==> src/rtl/cp0_regfile_pkg.sv <==
// Shared CP0 definitions: register addresses ({rd, sel}), exception codes,
// Status/Cause bit positions and reset values.
package cp0_regfile_pkg;

    // CP0 register addresses as {rd[4:0], sel[2:0]}
    localparam logic [7:0] CP0_ADDR_BADVADDR = 8'h40;  // {8, 0}
    localparam logic [7:0] CP0_ADDR_COUNT    = 8'h48;  // {9, 0}
    localparam logic [7:0] CP0_ADDR_COMPARE  = 8'h58;  // {11,0}
    localparam logic [7:0] CP0_ADDR_STATUS   = 8'h60;  // {12,0}
    localparam logic [7:0] CP0_ADDR_CAUSE    = 8'h68;  // {13,0}
    localparam logic [7:0] CP0_ADDR_EPC      = 8'h70;  // {14,0}

    // Exception codes
    localparam logic [4:0] EXC_INT  = 5'h00;
    localparam logic [4:0] EXC_ADEL = 5'h04;
    localparam logic [4:0] EXC_ADES = 5'h05;
    localparam logic [4:0] EXC_SYS  = 5'h08;
    localparam logic [4:0] EXC_BP   = 5'h09;
    localparam logic [4:0] EXC_RI   = 5'h0a;
    localparam logic [4:0] EXC_OV   = 5'h0c;

    // Status bit positions
    localparam int STATUS_BEV    = 22;
    localparam int STATUS_IM_LO  = 8;
    localparam int STATUS_EXL    = 1;
    localparam int STATUS_IE     = 0;

    // Cause bit positions
    localparam int CAUSE_BD      = 31;
    localparam int CAUSE_TI      = 30;
    localparam int CAUSE_IPHW_LO = 10;
    localparam int CAUSE_IPSW_LO = 8;
    localparam int CAUSE_EXC_LO  = 2;

    localparam logic [31:0] STATUS_RESET = 32'h0040_0000;

    // Address-error exceptions are the only ones that capture BadVAddr
    function automatic logic is_addr_exc(input logic [4:0] code);
        return (code == EXC_ADEL) || (code == EXC_ADES);
    endfunction

endpackage

==> src/rtl/cp0_regfile_if.sv <==
// Write-back stage <-> CP0 request/response bundle.
// Requests (wb_ex, eret_flush, mtc0_we) are single-cycle strobes with no
// ready: CP0 always accepts and commits them on the next rising edge.
// cp0_rdata is combinational from cp0_addr; the other responses are registered.
interface cp0_regfile_if;
    logic        wb_ex;
    logic        wb_bd;
    logic [4:0]  wb_excode;
    logic [31:0] wb_pc;
    logic [31:0] wb_badvaddr;
    logic        eret_flush;
    logic [5:0]  ext_int_in;
    logic [7:0]  cp0_addr;
    logic        mtc0_we;
    logic [31:0] cp0_wdata;
    logic [31:0] cp0_rdata;
    logic [31:0] cp0_epc;
    logic [31:0] cp0_status;
    logic [31:0] cp0_cause;
    logic        int_pending;

    modport master (
        output wb_ex, wb_bd, wb_excode, wb_pc, wb_badvaddr, eret_flush,
               ext_int_in, cp0_addr, mtc0_we, cp0_wdata,
        input  cp0_rdata, cp0_epc, cp0_status, cp0_cause, int_pending
    );

    modport slave (
        input  wb_ex, wb_bd, wb_excode, wb_pc, wb_badvaddr, eret_flush,
               ext_int_in, cp0_addr, mtc0_we, cp0_wdata,
        output cp0_rdata, cp0_epc, cp0_status, cp0_cause, int_pending
    );
endinterface

==> src/rtl/cp0_regfile_timer.sv <==
// Count/Compare timer: prescaler, 32-bit Count, Compare and the sticky TI flag.
// Only instantiated when CP0_TIMER_INT_EN is defined.
module cp0_timer #(
    parameter int COUNT_DIV = 2
) (
    input  logic        clk,
    input  logic        resetn,
    input  logic        count_we,
    input  logic        compare_we,
    input  logic [31:0] wdata,
    output logic [31:0] count,
    output logic [31:0] compare,
    output logic        ti
);
    localparam int PW = (COUNT_DIV > 1) ? $clog2(COUNT_DIV) : 1;
    localparam logic [PW-1:0] PRESC_LAST = PW'(COUNT_DIV - 1);

    logic [PW-1:0] presc_q, presc_d;
    logic [31:0]   count_q, count_d;
    logic [31:0]   compare_q, compare_d;
    logic          ti_q, ti_d;

    // Next-state: a Count write restarts the prescaler; a Compare write clears TI
    // and overrides a match seen in the same cycle.
    always_comb begin
        presc_d   = presc_q;
        count_d   = count_q;
        compare_d = compare_q;
        ti_d      = ti_q | (count_q == compare_q);
        if (count_we) begin
            count_d = wdata;
            presc_d = '0;
        end else if (presc_q == PRESC_LAST) begin
            presc_d = '0;
            count_d = count_q + 32'd1;
        end else begin
            presc_d = presc_q + PW'(1);
        end
        if (compare_we) begin
            compare_d = wdata;
            ti_d      = 1'b0;
        end
    end

    // Timer state registers
    always_ff @(posedge clk or negedge resetn) begin
        if (!resetn) begin
            presc_q   <= '0;
            count_q   <= '0;
            compare_q <= '0;
            ti_q      <= 1'b0;
        end else begin
            presc_q   <= presc_d;
            count_q   <= count_d;
            compare_q <= compare_d;
            ti_q      <= ti_d;
        end
    end

    assign count   = count_q;
    assign compare = compare_q;
    assign ti      = ti_q;
endmodule

==> src/rtl/cp0_regfile.sv <==
// CP0 register file: Status/Cause/EPC/BadVAddr (+ Count/Compare timer).
// Optional feature macro: CP0_TIMER_INT_EN enables the Count/Compare timer
// and its TI interrupt; without it those registers read as 0.
module cp0_regfile
    import cp0_regfile_pkg::*;
#(
    parameter int COUNT_DIV = 2
) (
    input  logic          clk,
    input  logic          resetn,
    cp0_regfile_if.slave  bus
);
    // Architectural state
    logic [7:0]  status_im_q, status_im_d;
    logic        status_exl_q, status_exl_d;
    logic        status_ie_q, status_ie_d;
    logic        cause_bd_q, cause_bd_d;
    logic [4:0]  cause_exc_q, cause_exc_d;
    logic [1:0]  cause_ip_sw_q, cause_ip_sw_d;
    logic [5:0]  cause_ip_hw_q, cause_ip_hw_d;
    logic [31:0] epc_q, epc_d;
    logic [31:0] badvaddr_q, badvaddr_d;
    logic        int_pending_q, int_pending_d;

    logic [31:0] count;
    logic [31:0] compare;
    logic        ti;
    logic        mtc0_en;
    logic [31:0] status_word;
    logic [31:0] cause_word;
    logic [31:0] rdata;

    // An mtc0 only commits when no exception or eret claims the cycle
    assign mtc0_en = bus.mtc0_we & ~bus.wb_ex & ~bus.eret_flush;

`ifdef CP0_TIMER_INT_EN
    cp0_timer #(.COUNT_DIV(COUNT_DIV)) u_timer (
        .clk        (clk),
        .resetn     (resetn),
        .count_we   (mtc0_en && (bus.cp0_addr == CP0_ADDR_COUNT)),
        .compare_we (mtc0_en && (bus.cp0_addr == CP0_ADDR_COMPARE)),
        .wdata      (bus.cp0_wdata),
        .count      (count),
        .compare    (compare),
        .ti         (ti)
    );
`else
    logic [31:0] unused_count_div;
    assign unused_count_div = 32'(COUNT_DIV);
    assign count   = '0;
    assign compare = '0;
    assign ti      = 1'b0;
`endif

    // Next-state: exception beats eret beats mtc0; IP hardware bits sample every cycle
    always_comb begin
        status_im_d   = status_im_q;
        status_exl_d  = status_exl_q;
        status_ie_d   = status_ie_q;
        cause_bd_d    = cause_bd_q;
        cause_exc_d   = cause_exc_q;
        cause_ip_sw_d = cause_ip_sw_q;
        epc_d         = epc_q;
        badvaddr_d    = badvaddr_q;
        cause_ip_hw_d = {bus.ext_int_in[5] | ti, bus.ext_int_in[4:0]};
        int_pending_d = (|({cause_ip_hw_q, cause_ip_sw_q} & status_im_q))
                        & status_ie_q & ~status_exl_q;

        if (bus.wb_ex) begin
            cause_exc_d  = bus.wb_excode;
            status_exl_d = 1'b1;
            // Nested exceptions keep the original return address and BD
            if (!status_exl_q) begin
                epc_d      = bus.wb_bd ? (bus.wb_pc - 32'd4) : bus.wb_pc;
                cause_bd_d = bus.wb_bd;
            end
            if (is_addr_exc(bus.wb_excode)) begin
                badvaddr_d = bus.wb_badvaddr;
            end
        end else if (bus.eret_flush) begin
            status_exl_d = 1'b0;
        end else if (mtc0_en) begin
            case (bus.cp0_addr)
                CP0_ADDR_STATUS: begin
                    status_im_d  = bus.cp0_wdata[STATUS_IM_LO +: 8];
                    status_exl_d = bus.cp0_wdata[STATUS_EXL];
                    status_ie_d  = bus.cp0_wdata[STATUS_IE];
                end
                CP0_ADDR_CAUSE: cause_ip_sw_d = bus.cp0_wdata[CAUSE_IPSW_LO +: 2];
                CP0_ADDR_EPC:   epc_d         = bus.cp0_wdata;
                default: ;
            endcase
        end
    end

    // CP0 state registers
    always_ff @(posedge clk or negedge resetn) begin
        if (!resetn) begin
            status_im_q   <= '0;
            status_exl_q  <= 1'b0;
            status_ie_q   <= 1'b0;
            cause_bd_q    <= 1'b0;
            cause_exc_q   <= '0;
            cause_ip_sw_q <= '0;
            cause_ip_hw_q <= '0;
            epc_q         <= '0;
            badvaddr_q    <= '0;
            int_pending_q <= 1'b0;
        end else begin
            status_im_q   <= status_im_d;
            status_exl_q  <= status_exl_d;
            status_ie_q   <= status_ie_d;
            cause_bd_q    <= cause_bd_d;
            cause_exc_q   <= cause_exc_d;
            cause_ip_sw_q <= cause_ip_sw_d;
            cause_ip_hw_q <= cause_ip_hw_d;
            epc_q         <= epc_d;
            badvaddr_q    <= badvaddr_d;
            int_pending_q <= int_pending_d;
        end
    end

    // Assemble the architectural register views
    always_comb begin
        status_word = STATUS_RESET;
        status_word[STATUS_IM_LO +: 8] = status_im_q;
        status_word[STATUS_EXL]        = status_exl_q;
        status_word[STATUS_IE]         = status_ie_q;

        cause_word = '0;
        cause_word[CAUSE_BD]             = cause_bd_q;
        cause_word[CAUSE_TI]             = ti;
        cause_word[CAUSE_IPHW_LO +: 6]   = cause_ip_hw_q;
        cause_word[CAUSE_IPSW_LO +: 2]   = cause_ip_sw_q;
        cause_word[CAUSE_EXC_LO +: 5]    = cause_exc_q;
    end

    // mfc0 read mux; unimplemented addresses read 0
    always_comb begin
        rdata = '0;
        case (bus.cp0_addr)
            CP0_ADDR_STATUS:   rdata = status_word;
            CP0_ADDR_CAUSE:    rdata = cause_word;
            CP0_ADDR_EPC:      rdata = epc_q;
            CP0_ADDR_BADVADDR: rdata = badvaddr_q;
            CP0_ADDR_COUNT:    rdata = count;
            CP0_ADDR_COMPARE:  rdata = compare;
            default:           rdata = '0;
        endcase
    end

    assign bus.cp0_rdata   = rdata;
    assign bus.cp0_epc     = epc_q;
    assign bus.cp0_status  = status_word;
    assign bus.cp0_cause   = cause_word;
    assign bus.int_pending = int_pending_q;
endmodule

==> src/flat_wrapper.sv <==
// flat-port wrapper written by rule: the top's interface ports become plain ports
module cp0_regfile_flat import cp0_regfile_pkg::*;
#(
    parameter int COUNT_DIV = 2
)
  (clk, resetn, bus_wb_ex, bus_wb_bd, bus_wb_excode, bus_wb_pc, bus_wb_badvaddr, bus_eret_flush, bus_ext_int_in, bus_cp0_addr, bus_mtc0_we, bus_cp0_wdata, bus_cp0_rdata, bus_cp0_epc, bus_cp0_status, bus_cp0_cause, bus_int_pending);
  cp0_regfile_if bus_i ();
  input  logic clk;
  input  logic resetn;
  input wire logic [$bits(bus_i.wb_ex)-1:0] bus_wb_ex;
  input wire logic [$bits(bus_i.wb_bd)-1:0] bus_wb_bd;
  input wire logic [$bits(bus_i.wb_excode)-1:0] bus_wb_excode;
  input wire logic [$bits(bus_i.wb_pc)-1:0] bus_wb_pc;
  input wire logic [$bits(bus_i.wb_badvaddr)-1:0] bus_wb_badvaddr;
  input wire logic [$bits(bus_i.eret_flush)-1:0] bus_eret_flush;
  input wire logic [$bits(bus_i.ext_int_in)-1:0] bus_ext_int_in;
  input wire logic [$bits(bus_i.cp0_addr)-1:0] bus_cp0_addr;
  input wire logic [$bits(bus_i.mtc0_we)-1:0] bus_mtc0_we;
  input wire logic [$bits(bus_i.cp0_wdata)-1:0] bus_cp0_wdata;
  output wire logic [$bits(bus_i.cp0_rdata)-1:0] bus_cp0_rdata;
  output wire logic [$bits(bus_i.cp0_epc)-1:0] bus_cp0_epc;
  output wire logic [$bits(bus_i.cp0_status)-1:0] bus_cp0_status;
  output wire logic [$bits(bus_i.cp0_cause)-1:0] bus_cp0_cause;
  output wire logic [$bits(bus_i.int_pending)-1:0] bus_int_pending;
  assign bus_i.wb_ex = bus_wb_ex;
  assign bus_i.wb_bd = bus_wb_bd;
  assign bus_i.wb_excode = bus_wb_excode;
  assign bus_i.wb_pc = bus_wb_pc;
  assign bus_i.wb_badvaddr = bus_wb_badvaddr;
  assign bus_i.eret_flush = bus_eret_flush;
  assign bus_i.ext_int_in = bus_ext_int_in;
  assign bus_i.cp0_addr = bus_cp0_addr;
  assign bus_i.mtc0_we = bus_mtc0_we;
  assign bus_i.cp0_wdata = bus_cp0_wdata;
  assign bus_cp0_rdata = bus_i.cp0_rdata;
  assign bus_cp0_epc = bus_i.cp0_epc;
  assign bus_cp0_status = bus_i.cp0_status;
  assign bus_cp0_cause = bus_i.cp0_cause;
  assign bus_int_pending = bus_i.int_pending;
  cp0_regfile #(.COUNT_DIV(COUNT_DIV)) u_core (.clk(clk), .resetn(resetn), .bus(bus_i));
endmodule
==> config.mk <==
export PLATFORM = sky130hd
export DESIGN_NAME = cp0_regfile_flat
export DESIGN_NICKNAME = d
export VERILOG_FILES = /design/src/rtl/cp0_regfile_pkg.sv /design/src/rtl/cp0_regfile_if.sv /design/src/rtl/cp0_regfile_timer.sv /design/src/rtl/cp0_regfile.sv /design/src/flat_wrapper.sv
export SDC_FILE = /design/constraint.sdc
export NUM_CORES = 1
export LEC_CHECK = 0
export CELL_PAD_IN_SITES_DETAIL_PLACEMENT = 0
export CELL_PAD_IN_SITES_GLOBAL_PLACEMENT = 1
export CORE_ASPECT_RATIO = 1.25
export CORE_MARGIN = 5
export CORE_UTILIZATION = 45
export CTS_BUF_LIST = sky130_fd_sc_hd__clkbuf_4
export DETAILED_ROUTE_END_ITERATION = 10
export DONT_BUFFER_PORTS = 1
export PLACE_DENSITY_LB_ADDON = 0.1
export SLEW_MARGIN = 15
export SYNTH_ARGS = -nofsm -noshare
export SYNTH_HDL_FRONTEND = slang
export SYNTH_SLANG_ARGS = --single-unit
==> constraint.sdc <==
create_clock -name clk -period 10.46 [get_ports clk]
set_clock_uncertainty 0.2 [all_clocks]
set_input_delay 3.138 -clock clk [delete_from_list [all_inputs] [get_ports clk]]
set_output_delay 3.138 -clock clk [all_outputs]
set_load 0.02 [all_outputs]
-- Word level (Yosys, flattened, before mapping)
Cells that the tools add are included.
Widths: inputs -> output; s select.
- word-level logic and storage cells: 50
- bits in registers: 89
- input bits: 121
- bitwise logic cells: 8
- add/subtract/negate cells: 1
- equality and inequality tests: 8
- muxes and demuxes: 11
- reduce and logical (&&, ||, !) cells: 12
- operator list (operator ; count):
    $mux 32 ; 6
    $pmux 32 s4 ; 1
    $eq 8x7->1 const B ; 4
    $sub 32x3->32 const B ; 1
    $reduce_and 4->1 ; 3
    $eq 5x3->1 const B ; 2
    $and 8x8->8 ; 1
    $reduce_or 8->1 ; 1
    $reduce_and 2->1 ; 3
    $reduce_bool 3->1 ; 2
    $and 1x1->1 ; 4
    $mux 1 ; 4
    $ne 2x2->1 const B ; 2
    $reduce_bool 2->1 ; 2
    $not 1->1 ; 3
    $logic_or 1x1->1 ; 1

-- Logic depth before layout (Yosys ltp)
Gate-level depths: netlist of run 1.
- word-level depth: 6
- mapped depth: 8
- gate-level depth less buffers: 7

-- Worst setup path before layout of run 1
OpenSTA, ideal clock, no wires.
- path kind: input-to-output
- start: input port bus_cp0_addr[4]
- end: output port bus_cp0_rdata[16]
- cell stages on the path: 7
- arrival time: 4.755 ns
- setup slack: 2.367 ns
- path buffers: 4
- required time: 7.122 ns
- cell sequence: clkbuf_1 > and3b_1 > and3_1 > clkbuf_1 > clkbuf_1 > buf_1 > a22o_1
- longest elaborated chain between the ends: 2
- elaborated cells on any way between the ends: 5
- classes of those cells: eq/ne: 4; mux: 1
- ends and longest elaborated chain (what ; RTL line ; text):
    start: declaration ; flat_wrapper.sv:17 ; input wire logic [$bits(bus_i.cp0_addr)-1:0] bus_cp0_addr;
    $eq 8x7->1 ; cp0_regfile.sv:141 ; case (bus.cp0_addr)
    $pmux 32 s4 * ; cp0_regfile.sv:141 ;
    end: declaration ; flat_wrapper.sv:20 ; output wire logic [$bits(bus_i.cp0_rdata)-1:0] bus_cp0_rdata;
Every way passes the cells marked *; elsewhere a longest branch is shown, timed or not.

-- Final worst setup path of run 1
- start: input port bus_cp0_addr[1]
- end: output port bus_cp0_rdata[9]
Same word-level chain as after synthesis.

==> results.yml, run 1 <==
outcome:
  outcome: "finished clean"
synthesis:
  synth-async-reset-ratio: 1.00
  yosysSeqAreaShare: 0.437
  synthMuxAreaShare: 0.142
  synth_most_common_cell: "dfrtp_1"
  synth_top_cell_by_area: "dfrtp_1"
  synthCells: 506
  synth_seq_cells: 89
  synth_top_family_by_area: "simple AND/OR/NAND/NOR gates"
  yosysWarnings: 0
  synth-simple-area-share: 0.147
  synthDistinctLibCells: 56
  yosys-top-cells-count: "89 x dfrtp_1, 49 x mux2_1, 47 x nand2_1"
  synth_top_area_frac: 0.437
  synth_xor_area_frac: 0.0378
  netlist_area_sq_um: 5100
  synthTopCellsByArea: "dfrtp_1 44%, mux2_1 11%, buf_4 6.5%"
  syn_avg_cell_area_sq_um: 10.1
  yosys.area_share.adder: 0.00245
  synth_compound_area_frac: 0.144
  synth_flop_cell: "dfrtp_1"
  synth-edff-count: 0
critical_path:
  rrSetupSlack_ps: 8160
  crit_fanout: 12
  cp-endpoint: "bus_cp0_rdata[9]"
  crit_type: "input pin to output pin"
  critical_path_arrival_ps: 5240
  crit_path_start: "bus_cp0_addr[1]"
  timing.rr.end: "u_core.bus.cp0_epc[10]"
  reg2reg_depth: 4
  cp-start-kind: "input pin"
  crit_required_ps: 7120
  crit_path_end_kind: "output pin"
  crit-reg2reg-launch: "u_core.status_exl_q"
route:
  drt-total-wl_microns: 15200
  vias: 3770
  final_antenna_net_count: 0
  route.detailed.wl_per_inst_microns: 24.2
  routed_via_density: 6.00
  drc: 0
  drt_iter0_drc: 158
  first_pass_iters: 4
worst_hold_path:
  hold_class: "register to register"
timing:
  rsz0062_at_grt: "no"
  worstMarginPinSlew_ps: 921
  hold_viol_final: 0
  finalCritPeriodShare: 0.820
  maxSlewHeadroom: 0.384
  finalSetupViolCount: 0
  fin_crit_ps: 8570
  timing.fmax_mhz: 117
  maxSlewViolCount: 0
  tns_ps: 0
  setup_ws_ps: 1890
floorplanning:
  die_area_sq_um: 13600
  fp.coreArea_sq_um: 11100
  die_h_microns: 129
  start_util: 0.460
  num_rows: 43
  dieWidth_microns: 105
  io-pin-count: 250
clocking:
  cts_tree: "done"
  numClockSinks: 89
  clk_pin_slew_ps: 120
  cts_setup_buffers: 0
  cts_made_buffers: 9
  cts-hold-fix-buffers: 0
  cts_buffer_depth: 2
  insertion_delay_ps: 450
  cts_resized: 0
  root_buffer: "clkbuf_4"
  h-tree-depth: 3
place:
  place_congestion: 0.805
  placed_area_sq_um: 5030
  hpwl_microns: 11700
  portBuffers: 0
  dp.cells: 612
  dp_slack_ps: 1910
global_route:
  grt_pass1_wl_microns: 22900
  antenna_found_initial: 0
  grt_pass1_vias: 3909
  grt_max_degree: 90
  grt_remaining_overflow: 0
  grt_usage: 0.217
finish:
  antenna_cells: 0
  finish.instance_area_sq_um: 5210
  syn_to_final_growth_pct: 2.23
  nFillCells: 1088
  final_layout_size_suffix_gt1_frac: 0.0609
  fin_cells: 628
  fin_nets: 610
job:
  maxCapViolations: 0
power:
  leakage_nw: 2.25
  finalPower_mw: 0.820
  power_density_nw_per_um2: 157
  vdd_drop_max_mv: 0.0937
-- per-stage QoR --
| stage | hold slack [ps] | util |
|---|---|---|
| 3_3_place_gp | 274 | 0.453 |
| 2_1_floorplan | 264 | - |
| 6_report | 312 | 0.470 |
| 3_5_place_dp | 285 | 0.453 |
| 4_1_cts | 317 | 0.470 |
| 5_1_grt | 330 | 0.470 |
-- logic make-up (layout without fill, tap and decap cells) --
family / after synthesis / in the layout
mux: 66 / 66
simple gates: 141 / 141
fa+ha+maj: 1 / 1
buf+inv: 76 / 25
compound gates: 109 / 109
other cells: 2 / 40
flops: 89 / 89
xor+xnor: 22 / 22
-- per-layer routing --
metal,up-vias,GRT usage,part of all wire
li1,1726,-,-
met1,1845,0.257,0.38
met2,184,0.370,0.51
met3,15,0.0792,0.10
met4,0,0.0609,0.014
met5,-,0,0
-- sequential cells by signal, summed over array words and instances (netlist names) --
name                    cells
u_core.badvaddr_q          32
u_core.bus.cp0_epc         32
u_core.bus.int_pending      1
u_core.cause_bd_q           1
u_core.cause_exc_q          5
u_core.cause_ip_hw_q        6
u_core.cause_ip_sw_q        2
u_core.status_exl_q         1
u_core.status_ie_q          1
u_core.status_im_q          8
-- layout by cell type (no fill, tap or decap), types with 3 or more instances in the layout --
cell       instances
a22o_1            18
dfrtp_1           89
xor2_1             7
nand3_1           11
or4_1              4
nand2_1           46
o22ai_1            6
xnor2_1           15
o31ai_1            3
nor2_1            24
o211ai_1           4
nand2b_1           3
bufinv_16          3
a21o_1             3
or3_1              7
mux2_1            49
nor4_1            10
conb_1            40
clkbuf_4          11
mux2i_1           17
nor3_1            10
a21oi_1           12
inv_1              4
o21ai_1           27
a22oi_1           17
o21ai_0            5
buf_4              4
-- final cells by class --
class,instances,area (sq um),share of cell area
Tap cell,135,169,0.0324
Clock inverter,5,104,0.0199
Sequential cell,89,2230,0.427
Timing Repair Buffer,4,30.0,0.00576
Inverter,5,18.8,0.00360
Clock buffer,11,82.6,0.0158
Multi-Input combinational cell,379,2580,0.495
-- power breakdown --
part / leakage, nW / switching, mW / internal [mW]
sequential: 1.09 / 0.0821 / 0.398
combinational: 1.05 / 0.0497 / 0.0442
clock: 0.101 / 0.120 / 0.127
-- worst min-delay path by stage --
stage	from	end	cells after the start
floorplan	u_core.badvaddr_q[10]	u_core.badvaddr_q[10]	1
global placement	u_core.badvaddr_q[30]	u_core.badvaddr_q[30]	1
detailed placement	u_core.badvaddr_q[12]	u_core.badvaddr_q[12]	1
CTS	u_core.badvaddr_q[1]	u_core.badvaddr_q[1]	1
global route	u_core.badvaddr_q[5]	u_core.badvaddr_q[5]	1
finish	u_core.badvaddr_q[5]	u_core.badvaddr_q[5]	1
-- worst max-delay path, stage by stage --
cell and delay (ps):
nor4_1 390, nand3b_1 330, nor3_2 740, buf_4 340, a221o_1 300
(Power assumes the default switching activity.)
==> run 2, diff against run 1 <==
clock period = 8.04 ns   (was 10.46 ns; I/O delays follow)
==> run 2 against run 1 <==
Sequential power grew 30%. Critical path depth is the same. Combinational power grew 32%. Global-route usage shrank 0.43 points. Cell count grew 0.16%. Die area is the same. Highest routed layer unchanged. Cell area grew 0.91%. Sequential share of layout area shrank 0.39 points. Register-to-register slack lost 2400 ps. Clock-buffer cell count shrank 1. Routed wire length shrank 0.73%. Non-clock buffer count grew 1. Critical endpoint is now bus_cp0_rdata[10].
==> results.yml, run 2 (same netlist as run 1, synthesis figures left out) <==
outcome:
  outcome: "finished clean"
timing:
  timing.fmax_mhz: 145
  finalSetupViolCount: 0
  setup_ws_ps: 1150
  worstMarginPinSlew_ps: 885
  hold_viol_final: 0
  maxSlewViolCount: 0
  tns_ps: 0
  fin_crit_ps: 6890
  rsz0062_at_grt: "no"
  maxSlewHeadroom: 0.408
  finalCritPeriodShare: 0.856
clocking:
  h-tree-depth: 3
  numClockSinks: 89
  cts_setup_buffers: 0
  clk_pin_slew_ps: 130
  root_buffer: "clkbuf_4"
  cts_tree: "done"
  insertion_delay_ps: 430
  cts_buffer_depth: 2
  cts-hold-fix-buffers: 0
  cts_made_buffers: 9
  cts_resized: 0
finish:
  fin_cells: 629
  final_layout_size_suffix_gt1_frac: 0.0609
  final_common_cell: "dfrtp_1"
  fin_nets: 611
  final_cell_mix: "89 x dfrtp_1, 49 x mux2_1, 46 x nand2_1, 40 x conb_1, 27 x o21ai_1"
  syn_to_final_growth_pct: 3.17
  finish.instance_area_sq_um: 5260
floorplanning:
  dieWidth_microns: 105
  fp.coreArea_sq_um: 11100
  die_h_microns: 129
  num_rows: 43
  io-pin-count: 250
  die_area_sq_um: 13600
  start_util: 0.460
critical_path:
  crit_type: "input pin to output pin"
  critical_path_arrival_ps: 4270
  reg2reg_depth: 4
  cp-start-kind: "input pin"
  rrSetupSlack_ps: 5750
  timing.rr.end: "u_core.bus.cp0_epc[20]"
  crit_path_end_kind: "output pin"
  crit_fanout: 22
  crit_required_ps: 5430
  crit-reg2reg-launch: "u_core.status_exl_q"
power:
  power.share.clock: 0.314
  leakage_nw: 2.27
  switching_share: 0.296
  pwr-share-seq: 0.572
  p_int_mw: 0.768
  power_density_nw_per_um2: 207
  vdd_drop_max_mv: 0.122
  p_sw_mw: 0.322
  comb_power_share: 0.114
worst_hold_path:
  hold_class: "register to register"
  whs_endpoint: "u_core.badvaddr_q[27]"
  min_from: "u_core.badvaddr_q[27]"
  min_path_cells: 1
global_route:
  grt_remaining_overflow: 0
  grt_max_degree: 90
  grt_usage: 0.212
  grt_pass1_wl_microns: 22500
  grt_pass1_vias: 3806
  antenna_found_initial: 1
place:
  portBuffers: 0
  dp.cells: 612
  hpwl_microns: 11600
  dp_slack_ps: 1160
  placed_area_sq_um: 5030
  place_congestion: 0.837
job:
  maxCapViolations: 0
route:
  route.detailed.wl_per_inst_microns: 24.0
  first_pass_iters: 5
  drt-total-wl_microns: 15100
  drt_iter0_drc: 172
  vias: 3763
  drc: 0
  final_antenna_net_count: 0
  routed_via_density: 5.98
## run 2: changes by cell type in the layout (fill, tap and decap cells not counted), sizes merged
| cell | change |
|---|---|
| clkbuf | -1 |
| diode | +1 |
| buf | +1 |
| bufinv | +1 |
| clkinv | -1 |
## run 2: area by class of cell
| type | instances | area (sq um) |
|---|---|---|
| Clock buffer | 10 | 75.1 |
| Timing Repair Buffer | 5 | 57.6 |
| Antenna cell | 1 | 2.50 |
| Multi-Input combinational cell | 379 | 2580 |
| Inverter | 5 | 18.8 |
| Fill cell | 1082 | 5820 |
| Clock inverter | 5 | 129 |
| Tap cell | 135 | 169 |
| Sequential cell | 89 | 2230 |
## run 2: routing by layer
layer	GRT usage	share of wire	vias up
li1	-	-	1718
met1	0.262	0.39	1854
met2	0.342	0.49	175
met3	0.0882	0.10	16
met4	0.0632	0.015	0
met5	0	0	-
## run 2: how the worst max path moves through the flow
| stage | slack, ps | endpoint | from | cells after the start |
|---|---|---|---|---|
| floorplan | 1400 | bus_cp0_rdata[16] | bus_cp0_addr[4] | 7 |
| global placement | 1290 | bus_cp0_rdata[15] | bus_cp0_addr[1] | 5 |
| detailed placement | 1160 | bus_cp0_rdata[10] | bus_cp0_addr[1] | 5 |
| CTS | 1160 | bus_cp0_rdata[10] | bus_cp0_addr[1] | 5 |
| global route | 980 | bus_cp0_rdata[10] | bus_cp0_addr[1] | 5 |
| finish | 1150 | bus_cp0_rdata[10] | bus_cp0_addr[1] | 5 |
## run 2: power by group through the flow
stage                     clock network [mW]  registers [mW]  logic [mW]
final                                  0.342           0.624       0.124
after global routing                   0.367           0.633       0.139
after CTS                              0.351           0.626       0.124
after detailed placement                   0           0.635       0.123
after global placement                     0           0.634       0.119
after floorplan                            0           0.606       0.130
## run 2: metrics by stage
step	util	hold WS (ps)	power (mW)
finish	0.475	309	1.09
global route	0.475	330	1.14
CTS	0.472	313	1.10
detailed placement	0.453	283	0.758
global placement	0.453	275	0.753
floorplan	-	264	0.735
## run 2: critical path: stages
cell and delay (ps):
nor4_1 370, and3_1 680, buf_4 400, a22oi_1 120, o21ai_1 280
